===== config.mk =====
export PLATFORM = sky130hd
export DESIGN_NAME = point_report_sched_flat
export DESIGN_NICKNAME = d
export VERILOG_FILES = /design/src/rtl/point_report_sched_if.sv /design/src/rtl/point_report_sched.sv /design/src/flat_wrapper.sv
export SDC_FILE = /design/constraint.sdc
export NUM_CORES = 1
export LEC_CHECK = 0
export CORE_UTILIZATION = 45
export CTS_BUF_LIST = sky130_fd_sc_hd__clkbuf_16
export CTS_CLUSTER_SIZE = 24
export DETAILED_ROUTE_END_ITERATION = 10
export GPL_ROUTABILITY_DRIVEN = 0
export GPL_TIMING_DRIVEN = 0
export HOLD_SLACK_MARGIN = 0.1
export PLACE_DENSITY_LB_ADDON = 0.25
export SLEW_MARGIN = 20
export SYNTH_ARGS = -nofsm -noshare
export SYNTH_HDL_FRONTEND = slang
export SYNTH_SLANG_ARGS = --single-unit

===== constraint.sdc =====
create_clock -name CLK -period 4.3 [get_ports CLK]
set_input_delay 0.43 -clock CLK [delete_from_list [all_inputs] [get_ports CLK]]
set_output_delay 0.43 -clock CLK [all_outputs]
set_load 0.01 [all_outputs]

===== src/rtl/point_report_sched_if.sv =====
// point_report_sched_if: outbound point-report record stream (valid/ready)
// Parameters: CW channel-index width, W coordinate width.
// Signals: OUT_VALID/OUT_READY handshake; OUT_CH, OUT_H, OUT_V, OUT_TAG and
// OUT_LAST form the record payload.
// master: the scheduler driving records; slave: the report transmitter.
interface point_report_sched_if #(
  parameter int CW = 2,
  parameter int W  = 16
);
  logic          OUT_VALID;
  logic          OUT_READY;
  logic [CW-1:0] OUT_CH;
  logic [W-1:0]  OUT_H;
  logic [W-1:0]  OUT_V;
  logic [7:0]    OUT_TAG;
  logic          OUT_LAST;
  modport master (output OUT_VALID, OUT_CH, OUT_H, OUT_V, OUT_TAG, OUT_LAST, input OUT_READY);
  modport slave  (input OUT_VALID, OUT_CH, OUT_H, OUT_V, OUT_TAG, OUT_LAST, output OUT_READY);
endinterface


===== src/rtl/point_report_sched.sv =====
// point_report_sched: frame-synchronous round-robin scheduler for point reports
// Ports: CLK/RST (sync, active-high); VGA_VS rising edge closes a frame;
// PT_VALID/PT_H/PT_V per-channel captures (channel c at [c*W +: W]);
// out: record stream (master); ERR sticky {frame skipped, capture overwrite}.
// Option: POINT_REPORT_DEDUP_EN suppresses channels whose coordinate repeats
// the last one reported for that channel.
module point_report_sched #(
  parameter int NCH = 4,
  parameter int W   = 16,
  parameter int CW  = $clog2(NCH)
) (
  input  logic                  CLK,
  input  logic                  RST,
  input  logic                  VGA_VS,
  input  logic [NCH-1:0]        PT_VALID,
  input  logic [NCH*W-1:0]      PT_H,
  input  logic [NCH*W-1:0]      PT_V,
  point_report_sched_if.master  out,
  output logic [1:0]            ERR
);
  typedef enum logic [1:0] {IDLE, SCAN, SEND} state_t;
  state_t         state_q, state_d;
  logic           rvs_q;
  logic [NCH-1:0] pend_q, mask_q, dup;
  logic [W-1:0]   hold_h_q [NCH];
  logic [W-1:0]   hold_v_q [NCH];
  logic [W-1:0]   shadow_h_q [NCH];
  logic [W-1:0]   shadow_v_q [NCH];
  logic [7:0]     tag_q, snap_tag_q;
  logic [CW-1:0]  rr_q, sel, idx;
  logic [1:0]     err_q;
  logic           edge_w, snap, load, xfer;

  assign edge_w        = VGA_VS & ~rvs_q;
  assign snap          = edge_w & (state_q == IDLE);
  assign ERR           = err_q;
  assign out.OUT_VALID = state_q == SEND;

  // Descending scan so the last hit is the first set bit at or after rr_q.
  always_comb begin
    sel = rr_q;
    idx = rr_q;
    for (int i = NCH - 1; i >= 0; i--) begin
      idx = CW'((int'(rr_q) + i) % NCH);
      if (mask_q[idx]) sel = idx;
    end
  end

  always_ff @(posedge CLK) begin
    if (RST) state_q <= IDLE;
    else     state_q <= state_d;
  end

  always_comb begin
    state_d = state_q;
    load    = 1'b0;
    xfer    = 1'b0;
    case (state_q)
      IDLE: state_d = edge_w ? SCAN : IDLE;
      SCAN: begin
        load    = |mask_q;
        state_d = load ? SEND : IDLE;
      end
      SEND: begin
        xfer    = out.OUT_READY;
        state_d = xfer ? SCAN : SEND;
      end
      default: state_d = IDLE;
    endcase
  end

`ifdef POINT_REPORT_DEDUP_EN
  logic [W-1:0]   last_h_q [NCH];
  logic [W-1:0]   last_v_q [NCH];
  logic [NCH-1:0] last_ok_q;

  // last_ok_q keeps a never-reported channel from matching a zero coordinate.
  always_comb begin
    dup = '0;
    for (int c = 0; c < NCH; c++)
      dup[c] = last_ok_q[c] && hold_h_q[c] == last_h_q[c] && hold_v_q[c] == last_v_q[c];
  end

  always_ff @(posedge CLK) begin
    if (RST) begin
      last_ok_q <= '0;
      for (int c = 0; c < NCH; c++) begin
        last_h_q[c] <= '0;
        last_v_q[c] <= '0;
      end
    end else if (xfer) begin
      last_ok_q[sel] <= 1'b1;
      last_h_q[sel]  <= out.OUT_H;
      last_v_q[sel]  <= out.OUT_V;
    end
  end
`else
  assign dup = '0;
`endif

  always_ff @(posedge CLK) begin
    if (RST) begin
      rvs_q        <= 1'b0;
      pend_q       <= '0;
      mask_q       <= '0;
      tag_q        <= '0;
      snap_tag_q   <= '0;
      rr_q         <= '0;
      err_q        <= '0;
      out.OUT_CH   <= '0;
      out.OUT_H    <= '0;
      out.OUT_V    <= '0;
      out.OUT_TAG  <= '0;
      out.OUT_LAST <= 1'b0;
      for (int c = 0; c < NCH; c++) begin
        hold_h_q[c]   <= '0;
        hold_v_q[c]   <= '0;
        shadow_h_q[c] <= '0;
        shadow_v_q[c] <= '0;
      end
    end else begin
      rvs_q <= VGA_VS;
      if (edge_w) tag_q <= tag_q + 8'd1;
      if (snap) snap_tag_q <= tag_q + 8'd1;
      if (edge_w && !snap) err_q[1] <= 1'b1;
      if (|(PT_VALID & pend_q) && !edge_w) err_q[0] <= 1'b1;
      // Captures coincident with the snapshot open the next frame's pending set.
      pend_q <= snap ? PT_VALID : pend_q | PT_VALID;
      mask_q <= snap ? pend_q & ~dup : xfer ? mask_q & ~(NCH'(1) << sel) : mask_q;
      for (int c = 0; c < NCH; c++) begin
        if (PT_VALID[c]) begin
          hold_h_q[c] <= PT_H[c*W +: W];
          hold_v_q[c] <= PT_V[c*W +: W];
        end
        if (snap) begin
          shadow_h_q[c] <= hold_h_q[c];
          shadow_v_q[c] <= hold_v_q[c];
        end
      end
      if (load) begin
        out.OUT_CH   <= sel;
        out.OUT_H    <= shadow_h_q[sel];
        out.OUT_V    <= shadow_v_q[sel];
        out.OUT_TAG  <= snap_tag_q;
        out.OUT_LAST <= mask_q == (NCH'(1) << sel);
      end
      if (xfer) rr_q <= (sel == CW'(NCH - 1)) ? '0 : sel + 1'b1;
    end
  end
endmodule


===== src/flat_wrapper.sv =====
// flat-port wrapper written by rule: the top's interface ports become plain ports
module point_report_sched_flat 
#(
  parameter int NCH = 4,
  parameter int W   = 16,
  parameter int CW  = $clog2(NCH)
)
  (CLK, RST, VGA_VS, PT_VALID, PT_H, PT_V, ERR, out_OUT_VALID, out_OUT_CH, out_OUT_H, out_OUT_V, out_OUT_TAG, out_OUT_LAST, out_OUT_READY);
  point_report_sched_if #(.CW(CW), .W(W)) out_i ();
  input  logic CLK;
  input  logic RST;
  input  logic VGA_VS;
  input  logic [NCH-1:0] PT_VALID;
  input  logic [NCH*W-1:0] PT_H;
  input  logic [NCH*W-1:0] PT_V;
  output logic [1:0] ERR;
  output wire logic [$bits(out_i.OUT_VALID)-1:0] out_OUT_VALID;
  output wire logic [$bits(out_i.OUT_CH)-1:0] out_OUT_CH;
  output wire logic [$bits(out_i.OUT_H)-1:0] out_OUT_H;
  output wire logic [$bits(out_i.OUT_V)-1:0] out_OUT_V;
  output wire logic [$bits(out_i.OUT_TAG)-1:0] out_OUT_TAG;
  output wire logic [$bits(out_i.OUT_LAST)-1:0] out_OUT_LAST;
  input wire logic [$bits(out_i.OUT_READY)-1:0] out_OUT_READY;
  assign out_OUT_VALID = out_i.OUT_VALID;
  assign out_OUT_CH = out_i.OUT_CH;
  assign out_OUT_H = out_i.OUT_H;
  assign out_OUT_V = out_i.OUT_V;
  assign out_OUT_TAG = out_i.OUT_TAG;
  assign out_OUT_LAST = out_i.OUT_LAST;
  assign out_i.OUT_READY = out_OUT_READY;
  point_report_sched #(.NCH(NCH), .W(W), .CW(CW)) u_core (.CLK(CLK), .RST(RST), .VGA_VS(VGA_VS), .PT_VALID(PT_VALID), .PT_H(PT_H), .PT_V(PT_V), .out(out_i), .ERR(ERR));
endmodule

=== Yosys cells after proc, flatten, opt, wreduce, memory -nomap -nowiden ===
Memories as Yosys holds them, arrays and structs flattened. A register that Yosys moved wholly into a read port is not among the register bits.
Index checks and enable logic that the tools add are counted.
W data, S select, Z words.

* Eq/ne operators: 4
* Muxes and demuxes: 55
* Order comparisons: 4
* Shift-type cells: 1
* $add $sub $neg: 5
* Bitwise operators: 23
* Reduce and logical (&&, ||, !) cells: 8
* $mul: 0
* Divide/modulo/power cells: 0

{| class="wikitable"
|+ Operators by type and width
! operator !! count
|-
| $mux W16 || 16
|-
| $mux W1 || 24
|-
| $or A1 B1 Y1 || 16
|-
| $mux W2 || 7
|-
| $lt A2 B3 Y1 const B || 4
|-
| $mux W4 || 3
|-
| $add A8 B1 Y8 const B || 1
|-
| $and A4 B4 Y4 || 2
|-
| $bmux W1 S2 || 4
|-
| $reduce_or A4 Y1 || 2
|-
| $pmux W2 S3 || 1
|-
| $add A2 B1 Y2 const B || 2
|-
| $add A2 B2 Y2 const B || 2
|-
| $eq A2 B2 Y1 const B || 2
|-
| $eq A4 B4 Y1 || 1
|-
| $not A4 Y4 || 1
|-
| $or A4 B4 Y4 || 1
|-
| $shl A1 B2 Y4 const A || 1
|-
| $and A1 B1 Y1 || 2
|-
| $eq A2 B1 Y1 const B || 1
|-
| $logic_and A1 B1 Y1 || 2
|-
| $logic_not A1 Y1 || 2
|-
| $logic_not A2 Y1 || 1
|-
| $reduce_bool A2 Y1 || 1
|-
| $not A1 Y1 || 1
|}

* Register bits after elaboration: 42
* Output and inout bits: 46
* Memory bits (read-only): 0
* Bits in latches: 0
* Input port bits: 136
* Memory bits (writable): 256
* Memories kept: 4
* Logic and storage cells: 116

{| class="wikitable"
|+ Memory list
! memory !! words !! width !! read ports !! clocked after Yosys merged registers in !! write ports !! RTL line !! source
|-
| u_core.hold_h_q || 4 || 16 || 4 || 0 || 4 || point_report_sched.sv:25 || <nowiki>logic [W-1:0] hold_h_q [NCH];</nowiki>
|-
| u_core.hold_v_q || 4 || 16 || 4 || 0 || 4 || point_report_sched.sv:26 || <nowiki>logic [W-1:0] hold_v_q [NCH];</nowiki>
|-
| u_core.shadow_h_q || 4 || 16 || 1 || 1 || 4 || point_report_sched.sv:27 || <nowiki>logic [W-1:0] shadow_h_q [NCH];</nowiki>
|-
| u_core.shadow_v_q || 4 || 16 || 1 || 1 || 4 || point_report_sched.sv:28 || <nowiki>logic [W-1:0] shadow_v_q [NCH];</nowiki>
|}

=== Longest topological paths before layout ===
Gate-level depths: netlist of the first run.

* Depth after elaboration: 12
* Mapped depth: 13

=== Worst setup path after synthesis of the first run ===
Ideal clock, no wire load.

* Path type: input port to flip-flop
* From: input port VGA_VS
* To: memory u_core.shadow_h_q[0][0], enable pin
* Arrival time: 3610 ps
* Stages: 4
* Slack: 210 ps
* Required time: 3820 ps
* Buffers on the path: 0
* Cell sequence: nand2b_1 -> nor3_1 -> nor2_1 -> inv_1

{| class="wikitable"
|+ RTL lines
! element !! RTL line !! source
|-
| start: declaration || flat_wrapper.sv:12 || <nowiki>input logic VGA_VS;</nowiki>
|-
| end: declaration || point_report_sched.sv:27 ||
|}

==> impl_summary.txt, run 1 <==
----------------------------------------------------
[Run status]
  Result of the run ... complete, no violations

[Worst setup path]
  Data arrival time of the worst path ... between 3000 and 4000 ps
  Worst setup path start ... VGA_VS
  Combined buffer and inverter count along the critical path ... 3
  Slowest cell on crit path ... sky130_fd_sc_hd__nor3_1
  Worst Path Required ... 4470 ps
  CP Capture Type ... flip-flop
  Largest stage delay, worst path ... approximately 660 ps
  Maximum fanout along the worst path ... 71
  Worst setup SP type ... input pin
  Top cell family by delay on the critical path ... buffers and inverters
  Critical path, cell by cell ... clkdlybuf4s50_1 > nand2b_1 > nor3_1 > nor2_1 > inv_6 > buf_16
  Worst r2r src ... u_core.rvs_q
  Setup CP Type ... input pin to flip-flop

[Timing]
  Final hold violation count ... 0
  Worst slew margin relative to its limit ... 0.366
  Total of endpoints with negative setup slack in the final report ... 0
  Maximum clock frequency ... between 0.3 and 0.4 GHz
  Final worst clock skew ... 15.7 ps
  Part of the cycle the worst path needs ... 0.660
  Tmin final ... roughly 2800 ps
  Transition time at the pin with the least slew margin ... ~950 ps
  RSZ-0062 raised after global routing ... false
  Setup TNS ... 0 ps
  Final Slew Violations ... 0

[Global routing]
  Total global routing track utilization ... 0.213
  Global-route track usage on met1 ... 0.286
  Remaining global-route overflow ... 0
  Number of global-route vias before repair ... a little under 9000
  Global-route met2 utilization ... 0.356
  Global-route wire length before repair ... slightly below 50 mm
  Maximum number of pins on one net before global-route repair ... 72
  Met3 capacity usage during global routing ... 0.0355
  Initial antenna violation count ... 1
  Most heavily used metal layer in global routing ... met2

[Logic synthesis]
  Syn_nets ... ~1200
  Async SR Flop Fraction ... 0
  Cells taking the most area after synthesis ... sky130_fd_sc_hd__edfxtp_1, sky130_fd_sc_hd__and2_1, sky130_fd_sc_hd__dfxtp_1
  Most frequently used flop master after synthesis ... sky130_fd_sc_hd__edfxtp_1
  Top cells by count, synth ... sky130_fd_sc_hd__and2_1, sky130_fd_sc_hd__edfxtp_1, sky130_fd_sc_hd__dfxtp_1, sky130_fd_sc_hd__nor2_1, sky130_fd_sc_hd__clkbuf_1
  Average instance area after synthesis ... ~13 um2
  Number of warnings printed during yosys synthesis ... 0
  Seq/Total Area, Yosys ... 0.681
  Register bit total from synthesis ... 330
  Gate Count Post-Synth ... 1028
  Area share of the leading cell type in the synthesized netlist ... 0.571
  Number of flops mapped to enable cells by yosys ... around 260
  Cell area after synthesis ... around 13000 um2
  Cell type contributing the most total cell area after synthesis ... sky130_fd_sc_hd__edfxtp_1
  Post-synthesis cell type count ... 46

[Cells and area]
  Multi-input combinational cell area ... 3940 um2
  Number of cells in the finished layout apart from fillers ... around 1700
  Area of all sequential standard cells ... between 9000 and 10000 um2
  Filler cell count ... 2378
  Antenna diode count ... 0
  Final Net Count ... around 1400
  Layout cell share with drive strength beyond 1 ... 0.0668
  Post-Layout Inst Area ... between 15000 and 20000 um2
  Final Util ... 0.582
  Post-synthesis to final-layout area growth ... 25.7%

[Routing]
  Pre-Repair DR Iteration Count ... 5
  Drt initial violations ... 667
  Vias per Instance ... roughly 5.3
  Remaining design rule violation count ... 0
  Detailed-route wire length per cell ... a little under 20 um
  Routed vias ... approximately 9000
  Total wirelength of the detailed-routed design ... between 30 and 40 mm
  DRT antenna net count ... 0

[Flow run]
  Maxcap violations ... 0

[Power and ir drop]
  Internal Power ... between 5000 and 6000 uW
  Combinational power share ... 0.121
  Worst IR drop on VDD ... about 0.24 mV
  Switching Share ... 0.241
  Power per cell area ... roughly 450 nW/um2
  Clock share of power ... 0.385
  Switching Power ... about 1900 uW
  P_leak ... just over 0.006 uW
  Part of the total power dissipated in sequential elements ... 0.494

[CTS]
  Number of buffers on the longest clock path ... 3
  Buffers inserted by post-CTS timing repair ... 0
  CTS H-tree depth ... 2
  Hold buffer count at CTS ... 0
  Insertion delay of the later-clocked pin in the worst-skew pair ... roughly 520 ps
  Clock Pin Slew Worst Setup and Hold Paths ... 60 ps
  PostCTS Resize Cnt ... 0
  Number of sinks handled by clock tree synthesis ... 330
  Root buffer cell ... sky130_fd_sc_hd__clkbuf_16
  TritonCTS buffer count ... 35
  TritonCTS clock tree ... built

[Die]
  Overall die width ... approximately 180 um
  Starting density of the core ... 0.463
  Count of standard-cell rows ... 62
  Core box area ... a little under 30000 um2
  Ports placed on the boundary ... ~180
  Die extent in y ... 175 um
  Full die area ... around 31000 um2

[Placement]
  Number of cells after detailed placement ... ~1600
  HPWL Detailed ... between 20 and 25 mm
  Port Buffers ... ~180
  Placement Cell Area ... 15800 um2

[Min path]
  Startpoint of the worst hold path ... u_core.ERR[1]
  HP Class ... flip-flop to flip-flop

----------------------------------------------------
power groups by stage:
stage	combinational, uW	clock, uW	sequential (uW)
floorplan	490	0	3840
global placement	911	0	3860
detailed placement	933	0	3860
CTS	937	3000	3790
global route	1010	3110	3810
finish	933	2960	3790
cells in the final DEF (no fill, tap or decap), types with 4 or more instances in the layout:
cell type                         synthesis  routed
sky130_fd_sc_hd__and2_1                 256     256
sky130_fd_sc_hd__buf_2                   19      19
sky130_fd_sc_hd__a311oi_1                 4       4
sky130_fd_sc_hd__clkbuf_16                0      37
sky130_fd_sc_hd__edfxtp_1               256     256
sky130_fd_sc_hd__xnor2_1                  4       4
sky130_fd_sc_hd__dfxtp_1                 74      74
sky130_fd_sc_hd__clkinv_1                 0       8
sky130_fd_sc_hd__clkdlybuf4s50_1          0     181
sky130_fd_sc_hd__nand2_1                 35      35
sky130_fd_sc_hd__nand3_1                  7       7
sky130_fd_sc_hd__and3_1                  34      34
sky130_fd_sc_hd__or2_2                    4       4
sky130_fd_sc_hd__nor4_1                  32      32
sky130_fd_sc_hd__nor2_1                  61      61
sky130_fd_sc_hd__xor2_1                   8       8
sky130_fd_sc_hd__a211oi_1                 7       7
sky130_fd_sc_hd__o32ai_1                 32      32
sky130_fd_sc_hd__clkinv_2                 0       6
sky130_fd_sc_hd__a2111oi_1               29      29
sky130_fd_sc_hd__nor2b_1                 11      11
sky130_fd_sc_hd__a21boi_0                 9       9
sky130_fd_sc_hd__a21oi_1                 20      20
sky130_fd_sc_hd__a21boi_1                23      23
sky130_fd_sc_hd__ha_1                     6       6
sky130_fd_sc_hd__clkbuf_1                53      53
sky130_fd_sc_hd__inv_1                    4       8
sky130_fd_sc_hd__a21o_1                   4       4
sequential cells by signal, indices dropped and copies added (netlist names):
register             count
u_core.hold_h_q         64
u_core.hold_v_q         64
u_core.shadow_h_q       64
u_core.shadow_v_q       64
u_core.out.OUT_H        16
u_core.out.OUT_V        16
u_core.out.OUT_TAG       8
u_core.snap_tag_q        8
u_core.tag_q             8
u_core.mask_q            4
u_core.pend_q            4
u_core.ERR               2
u_core.out.OUT_CH        2
u_core.rr_q              2
u_core.state_q           2
u_core.out.OUT_LAST      1
u_core.rvs_q             1
through the flow:
| step | setup WS, ps | hold slack, ps | total power [uW] |
|---|---|---|---|
| 2_1_floorplan | 210 | 432 | 4330 |
| 3_3_place_gp | -1810 | 442 | 4780 |
| 3_5_place_dp | 910 | 447 | 4790 |
| 4_1_cts | 1450 | 455 | 7730 |
| 5_1_grt | 1220 | 469 | 7930 |
| 6_report | 1460 | 450 | 7680 |
cells by family after synthesis:
kind of cell               synth area share
buffers and inverters                0.0268
adders and majority gates           0.00557
DFF                                   0.681
AOI/OAI and AO/OA                    0.0866
xor gates and xnor gates            0.00780
and+or+nand+nor                       0.193
worst reg2reg max path, cell delays in order, from the launching register on:
cell	delay, ps
sky130_fd_sc_hd__dfxtp_1	300
sky130_fd_sc_hd__nand2b_1	190
sky130_fd_sc_hd__nor3_1	660
sky130_fd_sc_hd__nor2_1	340
sky130_fd_sc_hd__inv_6	490
sky130_fd_sc_hd__buf_16	360
final timing paths:
path	end	slack, ps	depth (start not counted)
worst max-delay path	u_core.shadow_v_q[2][6]	1460	6
worst min-delay path	u_core.ERR[1]	450	2
worst max register to register	u_core.shadow_v_q[2][6]	1540	5
worst min register to register	u_core.ERR[1]	450	2
layout make-up:
type | instances | area share
clock buffers | 37 | 0.0547
plain buffers | 78 | 0.0203
clock inverters | 26 | 0.0121
repair buffers | 182 | 0.109
multi-input cells | 615 | 0.233
inverters | 5 | 0.00140
flip-flops and latches | 330 | 0.542
well taps | 384 | 0.0284
per-layer routing:
layer | vias to the layer above | wire length (um)
met5 | - | 0
met4 | 0 | 776
met3 | 51 | 2100
met2 | 328 | 15500
met1 | 4209 | 14000
li1 | 4180 | -
Note: power is estimated with default switching activity, not from simulation.
==> run 2: changes to the inputs <==
- clock period: 4.3 -> 2.8 ns (I/O delays scaled with it)
==> impl_summary.txt, run 2 (synthesis results as in run 1) <==
----------------------------------------------------
[Run status]
  Result of the run ... complete, no violations

[Timing]
  Final hold violation count ... 0 (unchanged)
  Maximum clock frequency ... 0.372 GHz
  Final Slew Violations ... 0 (unchanged)
  Final worst clock skew ... 18.8 ps (+3.12 ps)
  Transition time at the pin with the least slew margin ... 841 ps (-110 ps)
  Worst slew margin relative to its limit ... 0.439 (+0.0735)
  Tmin final ... ~2700 ps
  Setup TNS ... 0 ps (unchanged)
  Part of the cycle the worst path needs ... 0.960
  Total of endpoints with negative setup slack in the final report ... 0 (unchanged)

[Worst setup path]
  Slowest cell on crit path ... sky130_fd_sc_hd__clkdlybuf4s50_1
  CP Capture Type ... flip-flop
  Most frequent cell on the critical path ... sky130_fd_sc_hd__clkbuf_1
  Worst Path Required ... 2940 ps (-1530 ps)
  Data arrival time of the worst path ... 2820 ps (-190 ps)
  Largest stage delay, worst path ... 760 ps (+100 ps)
  Critical path, cell by cell ... clkdlybuf4s50_1 > clkbuf_1 > clkbuf_1 > or2_2
  Maximum fanout along the worst path ... 32 (-55%)
  Worst setup SP type ... input pin
  Setup slack of the most critical reg-to-reg path ... 120 ps (-1420 ps)
  Setup CP Type ... input pin to flip-flop

[Power and ir drop]
  Power per cell area ... 688 nW/um2 (+52%)
  Clock share of power ... 0.380 (-0.005)
  Part of the total power dissipated in sequential elements ... 0.498 (+0.004)
  P_leak ... 0.00627 uW (+0.67%)
  Switching Share ... 0.237 (-0.00414)
  Worst IR drop on VDD ... 0.395 mV (+65%)
  Internal Power ... 8910 uW (+53%)
  Switching Power ... 2770 uW (+50%)
  Combinational power share ... 0.122 (about the same)
  Post-layout total power ... 11700 uW (+52%)

[Die]
  Die extent in y ... 175 um (unchanged)
  Starting density of the core ... 0.463 (unchanged)
  Core box area ... 29100 um2 (unchanged)
  Full die area ... 30600 um2 (unchanged)
  Ports placed on the boundary ... 182 (unchanged)
  Overall die width ... 175 um (unchanged)
  Count of standard-cell rows ... 62 (unchanged)

[CTS]
  Number of sinks handled by clock tree synthesis ... 330 (unchanged)
  TritonCTS buffer count ... 34 (-2.9%)
  PostCTS Resize Cnt ... 0 (unchanged)
  TritonCTS clock tree ... built
  Insertion delay of the later-clocked pin in the worst-skew pair ... 510 ps (about the same)
  CTS H-tree depth ... 2 (unchanged)
  Buffers inserted by post-CTS timing repair ... 0 (unchanged)
  Number of buffers on the longest clock path ... 3 (unchanged)
  Root buffer cell ... sky130_fd_sc_hd__clkbuf_16
  Clock Pin Slew Worst Setup and Hold Paths ... 60 ps (about the same)
  Hold buffer count at CTS ... 0 (unchanged)

[Cells and area]
  Post-synthesis to final-layout area growth ... 26.1%
  Final Net Count ... 1391 (+0.14%)
  Final Util ... 0.584 (+0.00228)
  Antenna diode count ... 0 (unchanged)
  Most frequent cells in the layout ... sky130_fd_sc_hd__and2_1, sky130_fd_sc_hd__edfxtp_1, sky130_fd_sc_hd__clkdlybuf4s50_1
  Filler cell count ... 2381 (+0.13%)
  Layout cell share with drive strength beyond 1 ... 0.0722 (+0.00539)

[Global routing]
  Remaining global-route overflow ... 0 (unchanged)
  Global-route wire length before repair ... 48.6 mm (-0.89%)
  Maximum number of pins on one net before global-route repair ... 36 (-50%)
  Number of global-route vias before repair ... 8524 (-1.5%)
  Total global routing track utilization ... 0.211 (-0.00203)
  Initial antenna violation count ... 1 (unchanged)

[Routing]
  Pre-Repair DR Iteration Count ... 5 (unchanged)
  Drt initial violations ... 837 (+25%)
  Detailed-route wire length per cell ... 19.5 um (-0.63%)
  Total wirelength of the detailed-routed design ... 32.3 mm (-0.51%)
  DRT antenna net count ... 0 (unchanged)
  Remaining design rule violation count ... 0 (unchanged)
  Vias per Instance ... 5.28 (-0.17%)
  Routed vias ... 8764 (-0.046%)

[Placement]
  Port Buffers ... 181 (unchanged)
  HPWL Detailed ... 23.0 mm (+1.0%)

[Min path]
  HP Class ... input pin to flip-flop

[Flow run]
  Maxcap violations ... 0 (unchanged)

----------------------------------------------------
run 2: cell types whose count changed in the layout (fill, tap and decap cells not counted), moves of 2 or more:
cell and change:
sky130_fd_sc_hd__dfxtp_1 -2, sky130_fd_sc_hd__clkinv_1 -5, sky130_fd_sc_hd__or2_4 +3, sky130_fd_sc_hd__or2_2 -3, sky130_fd_sc_hd__buf_12 +4, sky130_fd_sc_hd__inv_1 +5
sky130_fd_sc_hd__dfxtp_2 +2, sky130_fd_sc_hd__inv_6 -2
run 2: per-layer routing:
metal	global-route usage	vias to the layer above	share of wire
met3	0.0305	50	0.060
li1	-	4179	-
met4	0.0663	0	0.026
met2	0.346	324	0.48
met5	0	-	0
met1	0.291	4211	0.43
run 2: power by group through the flow:
stage               combinational (uW)  sequential (uW)  clock (uW)
floorplan                          758             5890           0
global placement                  1370             5930           0
detailed placement                1420             5920           0
CTS                               1430             5820        4490
global route                      1540             5850        4680
finish                            1430             5820        4440
run 2: layout make-up:
| cell class | count | area, um2 | share of cell area |
|---|---|---|---|
| clock inverter | 24 | 159 | 0.00935 |
| inverter | 5 | 22.5 | 0.00133 |
| tap | 384 | 480 | 0.0283 |
| multi-input combinational | 615 | 3980 | 0.234 |
| clock buffer | 38 | 951 | 0.0560 |
| timing repair buffer | 185 | 1890 | 0.111 |
| buffer | 78 | 343 | 0.0202 |
| sequential | 330 | 9170 | 0.540 |
run 2: final timing paths:
kind,cells after the start,startpoint,end
setup reg to reg,13,u_core.mask_q[2],u_core.out.OUT_LAST
hold reg to reg,2,u_core.ERR[1],u_core.ERR[1]
setup / recovery,4,RST,u_core.hold_v_q[2][7]
hold / removal,2,PT_V[45],u_core.hold_v_q[2][13]
run 2: worst max-delay path, delay by kind of cell:
| kind | cells | cell delay (ps) |
|---|---|---|
| buffers and inverters | 3 | 1750 |
| and+or+nand+nor | 1 | 750 |
run 2: per-stage QoR:
| step | area, um2 | setup slack (ps) | cells | hold WS, ps |
|---|---|---|---|---|
| 2_1_floorplan | 13500 | -166 | 1028 | 408 |
| 3_3_place_gp | 15800 | -2010 | 1593 | 443 |
| 3_5_place_dp | 15900 | -450 | 1597 | 442 |
| 4_1_cts | 17000 | 69.3 | 1659 | 403 |
| 5_1_grt | 17000 | -1.86 | 1659 | 418 |
| 6_report | 17000 | 113 | 1659 | 416 |
==> run 3: changes to the inputs <==
- CTS_CLUSTER_SIZE: 24 -> unset
==> results of run 3 <==
The final DEF is identical to that of run 2; final timing and power are the same.
==> RTL edit (flow settings as in run 1) <==
`NCH` is set to 4 in 2 places; all go to 2.
--- a/src/rtl/point_report_sched.sv
+++ b/src/rtl/point_report_sched.sv
@@ -6,5 +6,5 @@
 // the last one reported for that channel.
 module point_report_sched #(
-  parameter int NCH = 4,
+  parameter int NCH = 2,
   parameter int W   = 16,
   parameter int CW  = $clog2(NCH)
--- a/src/flat_wrapper.sv
+++ b/src/flat_wrapper.sv
@@ -2,5 +2,5 @@
 module point_report_sched_flat 
 #(
-  parameter int NCH = 4,
+  parameter int NCH = 2,
   parameter int W   = 16,
   parameter int CW  = $clog2(NCH)
Interface: changed (resized PT_H, PT_V, PT_VALID and out_OUT_CH); port bits go from 182 to 115. No check against the original RTL was run, so the function may have changed too.
==> RTL edit against run 1 <==
  * Total power is 48% lower
  * Via count shrank 45%
  * Sequential cell count shrank 134
  * Wire length is 52% lower
  * Die area decreased by 43%
  * Cell area decreased by 43%
  * Synthesized area decreased by 44%
  * Setup slack better by 0.58 ns
  * Largest cell class unchanged
==> RTL edit: results (changes against run 1) <==
metric	value	unit	change
Worst-Skew Late Latency	0.43	ns	was 0.52 ns
fin cells	973		was 1657
VDD IR max	0.000291	V	was 0.000239 V
maximum number of pins on one net before global-route repair	44		was 72
hold_sp	u_core.out.OUT_TAG[2]$_SDFFE_PP0P_		was u_core.ERR[1]$_SDFFE_PP0P_
Worst Path Max Fanout	5		was 71
slowest stage delay, CP	0.62	ns	was 0.66 ns
Synth Net Count	678		was 1170
layout cells sized above 1	11.8	%	was 6.68%
clock skew after layout	0.00721	ns	was 0.0157 ns
first-pass GRT wire length	24400	um	was 49000 um
switch share	22.3	%	was 24.1%
dpl cell area	9040	um^2	was 15800 um^2
vias in the first global route	4877		was 8655
htree depth	4		was 2
largest cells by area after synthesis	edfxtp_1 51%, dfxtp_1 18%, and2_1 11%		was edfxtp_1 57%, and2_1 12%, dfxtp_1 11%
Worst slew margin	31.6	%	was 36.6%
commonest cells in the netlist	128 x and2_1, 128 x edfxtp_1, 68 x dfxtp_1		was 256 x and2_1, 256 x edfxtp_1, 74 x dfxtp_1
Mapped Avg Cell Area	12.5	um^2	was 13.1 um^2
Port Buffers	114		was 181
setup slack, reg-to-reg	2.40	ns	was 1.54 ns
status	finished, final reports clean		unchanged
Post-synth EDFFs	128		was 256
r2r endpoint	u_core.shadow_v_q[1][11]$_SDFFCE_PN0P_		was u_core.shadow_v_q[2][6]$_SDFFCE_PN0P_
Slowest cell on crit path	clkdlybuf4s50_1		was nor3_1
total track usage	18.5	%	was 21.3%
Inst Count DP	941		was 1594
## RTL edit: area by class of cell
cell class	instances	area (um^2)
fillers	1305	6920
flip-flops and latches	196	5200
multi-input cells	370	2180
repair buffers	115	1160
clock buffers	17	425
well taps	220	275
plain buffers	36	201
clock inverters	15	133
inverters	4	17.5
## RTL edit: routing by layer
metal,track usage [%],up-vias,share of wire (%)
li1,-,2369,-
met1,23.2,2340,44
met2,31.2,142,50
met3,4.08,12,4.8
met4,7.30,0,1.3
met5,0,-,0
## RTL edit: power groups by stage
stage | Clock (mW) | Combinational (mW) | Sequential [mW]
floorplan | 0 | 0.145 | 2.21
global placement | 0 | 0.277 | 2.22
detailed placement | 0 | 0.289 | 2.22
CTS | 1.52 | 0.290 | 2.18
global route | 1.59 | 0.314 | 2.19
finish | 1.49 | 0.288 | 2.18
## RTL edit: stage by stage
stage	utilization (%)	power [mW]	setup WS (ns)
2_1_floorplan	-	2.36	1.75
3_3_place_gp	54.6	2.50	0.592
3_5_place_dp	54.7	2.51	1.66
4_1_cts	58.1	3.99	2.04
5_1_grt	58.1	4.10	1.94
6_report	58.1	3.96	2.04
## RTL edit: worst max-delay path, delay by kind of cell (launching register included)
kind | cells | cell delay, ns
simple gates | 1 | 0.38
flops | 1 | 0.41
buf+inv | 1 | 0.62
## RTL edit: cells by family after synthesis
kind of cell | synth area share (%)
compound gates | 10.9
simple gates | 16.2
xor+xnor | 1.27
fa+ha+maj | 0.329
buf+inv | 2.85
flops | 68.4
